### src/rtl/acc_seq_ctrl.sv
// Sequencer for the conv/argmax accelerator: streams weights from a ROM, then feeds
// padded pixel groups and captures one max_index result per group.
module acc_seq_ctrl #(
  parameter int unsigned NUM_WLOAD = 81,
  parameter int unsigned GROUP_LEN = 10,
  parameter int unsigned PAD_CYC   = 2,
  parameter int unsigned WA_W      = 7
) (
  input  logic            clk_i,
  input  logic            rst_n,
  input  logic            start,
  input  logic            skip_wload,
  input  logic [7:0]      num_groups,
  output logic [WA_W-1:0] w_addr,
  input  logic [15:0]     w_data,
  input  logic [15:0]     px_data,
  input  logic            px_valid,
  output logic            px_ready,
  output logic [15:0]     acc_rm,
  output logic [15:0]     acc_rn,
  input  logic [3:0]      acc_max_index,
  output logic            busy,
  output logic            res_valid,
  output logic [3:0]      res_index,
  output logic [7:0]      res_group,
  output logic            done
);

  localparam int unsigned WC_W = 8;
  localparam int unsigned BC_W = $clog2(GROUP_LEN + 1);
  localparam int unsigned PC_W = $clog2(PAD_CYC + 1);

  typedef enum logic [2:0] {
    S_IDLE, S_WLOAD, S_WGAP, S_FEED, S_PAD, S_FIN
  } state_t;

  state_t          state_q, state_d;
  logic [WC_W-1:0] wcnt_q, wcnt_d;
  logic [BC_W-1:0] bcnt_q, bcnt_d;
  logic [PC_W-1:0] pcnt_q, pcnt_d;
  logic [7:0]      gcnt_q, gcnt_d;
  logic [7:0]      ng_q, ng_d;

  logic [WA_W-1:0] w_addr_d;
  logic [15:0]     rm_d, rn_d;
  logic            px_ready_d, busy_d, res_valid_d, done_d;
  logic [3:0]      res_index_d;
  logic [7:0]      res_group_d;

  // State, counters and all outputs are registered together
  always_ff @(posedge clk_i) begin
    if (!rst_n) begin
      state_q   <= S_IDLE;
      wcnt_q    <= '0;
      bcnt_q    <= '0;
      pcnt_q    <= '0;
      gcnt_q    <= '0;
      ng_q      <= '0;
      w_addr    <= '0;
      acc_rm    <= '0;
      acc_rn    <= '0;
      px_ready  <= 1'b0;
      busy      <= 1'b0;
      res_valid <= 1'b0;
      res_index <= '0;
      res_group <= '0;
      done      <= 1'b0;
    end else begin
      state_q   <= state_d;
      wcnt_q    <= wcnt_d;
      bcnt_q    <= bcnt_d;
      pcnt_q    <= pcnt_d;
      gcnt_q    <= gcnt_d;
      ng_q      <= ng_d;
      w_addr    <= w_addr_d;
      acc_rm    <= rm_d;
      acc_rn    <= rn_d;
      px_ready  <= px_ready_d;
      busy      <= busy_d;
      res_valid <= res_valid_d;
      res_index <= res_index_d;
      res_group <= res_group_d;
      done      <= done_d;
    end
  end

  // Next state and next output values; outputs describe the following cycle
  always_comb begin
    state_d     = state_q;
    wcnt_d      = wcnt_q;
    bcnt_d      = bcnt_q;
    pcnt_d      = pcnt_q;
    gcnt_d      = gcnt_q;
    ng_d        = ng_q;
    w_addr_d    = '0;
    rm_d        = '0;
    rn_d        = '0;
    res_valid_d = 1'b0;
    res_index_d = res_index;
    res_group_d = res_group;
    done_d      = 1'b0;

    case (state_q)
      S_IDLE: begin
        if (start) begin
          ng_d   = num_groups;
          gcnt_d = '0;
          wcnt_d = '0;
          bcnt_d = '0;
          if (!skip_wload)          state_d = S_WLOAD;
          else if (num_groups == 8'd0) state_d = S_FIN;
          else                      state_d = S_FEED;
        end
      end

      // wcnt k presents address k; ROM word k-1 arrived this cycle and is written next
      S_WLOAD: begin
        wcnt_d = wcnt_q + WC_W'(1);
        if (32'(wcnt_q) + 32'd1 < NUM_WLOAD) w_addr_d = WA_W'(wcnt_q + WC_W'(1));
        if (wcnt_q != '0) begin
          rm_d = w_data;
          rn_d = {8'd0, 7'(wcnt_q), 1'b0};
        end
        if (32'(wcnt_q) == NUM_WLOAD) state_d = S_WGAP;
      end

      S_WGAP: begin
        bcnt_d  = '0;
        state_d = (ng_q == 8'd0) ? S_FIN : S_FEED;
      end

      S_FEED: begin
        rm_d = acc_rm;
        if (px_valid && px_ready) begin
          rm_d   = px_data;
          rn_d   = 16'h0001;
          bcnt_d = bcnt_q + BC_W'(1);
          if (32'(bcnt_q) + 32'd1 == GROUP_LEN) begin
            pcnt_d  = '0;
            state_d = S_PAD;
          end
        end
      end

      S_PAD: begin
        pcnt_d = pcnt_q + PC_W'(1);
        if (32'(pcnt_q) + 32'd1 == PAD_CYC) begin
          res_index_d = acc_max_index;
          res_group_d = gcnt_q;
          res_valid_d = 1'b1;
          gcnt_d      = gcnt_q + 8'd1;
          bcnt_d      = '0;
          if ({1'b0, gcnt_q} + 9'd1 == {1'b0, ng_q}) state_d = S_FIN;
          else                                     state_d = S_FEED;
        end
      end

      S_FIN: begin
        done_d  = 1'b1;
        state_d = S_IDLE;
      end

      default: state_d = S_IDLE;
    endcase

    px_ready_d = (state_d == S_FEED);
    busy_d     = (state_d != S_IDLE);
  end

endmodule

### config.mk
export PLATFORM = sky130hd
export DESIGN_NAME = acc_seq_ctrl
export DESIGN_NICKNAME = d
export VERILOG_FILES = /design/src/rtl/acc_seq_ctrl.sv
export SDC_FILE = /design/constraint.sdc
export NUM_CORES = 1
export LEC_CHECK = 0
export ABC_AREA = 1
export BUFFER_PORTS_ARGS = -buffer_cell sky130_fd_sc_hd__buf_2
export CAP_MARGIN = 40
export CORE_MARGIN = 3
export CORE_UTILIZATION = 56
export DETAILED_ROUTE_END_ITERATION = 12
export GPL_ROUTABILITY_DRIVEN = 0
export PLACE_DENSITY = 0.94
export SLEW_MARGIN = 20
export SYNTH_ARGS = -nofsm -noshare
export SYNTH_HDL_FRONTEND = slang
export SYNTH_SLANG_ARGS = --single-unit
### constraint.sdc
create_clock -name clk_i -period 3.4 [get_ports clk_i]
set_clock_uncertainty 0.05 [all_clocks]
set_input_delay 0.68 -clock clk_i [delete_from_list [all_inputs] [get_ports clk_i]]
set_output_delay 0.68 -clock clk_i [all_outputs]
set_load 0.005 [all_outputs]
==> reports/results.tsv <==
metric	value	unit
cp.required	3.65	ns
status	finished clean	
clkSlewWorstSetupHoldPaths	0.07	ns
slew_headroom	62.4	%
postCtsHoldBufs	0	
synth-seq-area-share	43.4	%
preCtsSetupSlack	1.19	ns
setup_violations	0	
hpwl	6.80	mm
rrSetupSlack	1.18	ns
fin_crit	2.22	ns
initial_core_util	60.2	%
numPortBuffers	95	
grt_overflow	0	
ir_drop	356	uV
crit_arrival	2.47	ns
leakage	0.00197	uW
cp_max_fo	22	
hold_violations	0	
final.setup.worst_slack	1.18	ns
drt_wl_total	9.04	mm
synthesis.area	0.00369	mm2
worstSetupEndpoint	busy	
cp-end-kind	flip-flop	
routedWlPerCell	13.5	um
clock.fmax	0.450	GHz
tns	0	ns
die_w	87.2	um
stdcell_count	670	
multiInputGateArea	0.00176	mm2
dp.cells	654	
final_area	0.00434	mm2
regToRegEndpoint	busy	
final_cell_mix	nand2_1, buf_2, dfxtp_1	
post_cts_buffers	0	
cts_resized	0	
placed_cell_area	0.00417	mm2
syn-mean-instance-area	7.39	um2
drive_gt1_share	21.8	%
yosysWarnings	0	
drt_first_pass_iters	5	
vias	3673	
die_h	87.2	um
antenna_cells	0	
crit_start	state_q[1]	
reg2reg_depth	9	
clk_latency	0.35	ns
synthDistinctLibCells	40	
grt_pass1_wl	14.7	mm
synth-seq-cells	80	
rsz0062_at_grt	no	
whs	0.419	ns
ant_nets	0	
drc	0	
final_nets	646	
slew_violations	0	
htreeDepth	3	
die-area	0.00760	mm2
critical_path_class	flip-flop to flip-flop	
r2r_start	state_q[1]	
first_global_vias	3422	
worstMarginPinSlew	0.563	ns
cap_violations	0	
start_kind	flip-flop	
antenna_found_initial	0	
area.growth.synth_to_final	17.6	%
ios	104	
globalRouteTotalUtil	24.3	%
detail_route.vias_per_cell	5.48	
hold_path.startpoint	acc_rm[7]	
drt_iter0_markers	221	
area.sequential	0.00160	mm2
clockBufferDepth	2	
grt_max_degree	35	
cts_tree	built	
rows	28	
synth_cells	499	
numCtsBuffers	9	
ctsRootBufferMaster	clkbuf_8	
powerDensity	458	mW/mm2
final_common_cell	nand2_1	
clock-sinks	80	
period_share	65.4	%
core	0.00613	mm2
nFillCells	479	
min_path_type	flip-flop to flip-flop	
## flip-flops by register name (all words and copies together) (netlist names), 2 cells and up
| name | count |
|---|---|
| bcnt_q | 4 |
| ng_q | 8 |
| gcnt_q | 8 |
| acc_rm | 16 |
| w_addr | 7 |
| acc_rn | 8 |
| res_index | 4 |
| pcnt_q | 2 |
| res_group | 8 |
| state_q | 3 |
| wcnt_q | 8 |
## worst min path at each step
| stage | to | cells past startpoint | slack (ns) |
|---|---|---|---|
| after floorplan | pcnt_q[0] | 1 | 0.38 |
| after CTS | acc_rm[11] | 2 | 0.42 |
| after global routing | acc_rm[14] | 2 | 0.44 |
| final | acc_rm[7] | 2 | 0.42 |
| after detailed placement | acc_rm[11] | 2 | 0.41 |
| after global placement | pcnt_q[0] | 1 | 0.40 |
## routing by layer
layer	track usage, %	part of all wire [%]	up-vias
li1	-	-	1817
met1	28.1	40	1668
met2	43.2	50	163
met3	5.30	8.3	25
met4	9.76	2.0	0
met5	0	0	-
## area by class of cell
class / count / area share [%]
clock buffers: 13 / 3.43
clock inverters: 3 / 0.404
inverters: 59 / 5.10
multi-input cells: 342 / 40.5
flip-flops and latches: 80 / 36.9
well taps: 75 / 2.16
repair buffers: 98 / 11.5
## worst max-delay path, stage by stage, from the launching register on
cell     delay, ns
dfxtp_1       0.37
nor2_1        0.17
inv_1         0.09
nor2_1        0.23
nand2_1       0.31
inv_1         0.53
nand2_1       0.19
nand3_1       0.12
nand2_1       0.05
nand2_1       0.07
## cells in the mapped netlist (all sizes together)
master | count | share of area [%]
a32o | 16 | 4.3
ha | 7 | 2.4
a21oi | 55 | 7.5
nand3 | 28 | 3.9
nand4 | 7 | 1.4
inv | 58 | 5.9
clkinv | 1 | 0.10
a211oi | 1 | 0.20
nor2 | 49 | 5.3
o32ai | 2 | 0.47
conb | 1 | 0.10
xnor2 | 2 | 0.47
o21ai | 23 | 3.1
nand2 | 119 | 12
or2 | 1 | 0.17
nor3 | 8 | 1.7
buf | 17 | 2.8
o21a | 1 | 0.20
o211ai | 2 | 0.41
o21bai | 1 | 0.20
nor4 | 1 | 0.17
dfxtp | 80 | 43
xor2 | 4 | 1.2
o31ai | 1 | 0.20
nand3b | 2 | 0.51
o2111ai | 1 | 0.41
clkbuf | 8 | 0.81
o22ai | 3 | 0.51
## where the power goes
group	switching (uW)	total, uW	internal, uW
clock	334	618	284
sequential	36.3	1020	983
combinational	227	351	124
## metrics by stage
| stage | power (uW) | util [%] |
|---|---|---|
| after floorplan | 1280 | - |
| after global placement | 1370 | 68.1 |
| after detailed placement | 1390 | 68.1 |
| after CTS | 1990 | 70.8 |
| after global routing | 2080 | 70.8 |
| final | 1990 | 70.8 |
## cells by family after synthesis
family | Yosys count | share of synthesized area (%)
other | 1 | 0.102
AND/OR/NAND/NOR | 215 | 25.3
flip-flops | 80 | 43.4
XOR/XNOR | 6 | 1.63
adder cells (fa/ha/maj) | 7 | 2.37
buffers and inverters | 84 | 9.66
AO/OA/AOI/OAI | 106 | 17.5
No activity file was read; power rests on OpenSTA's default activity.
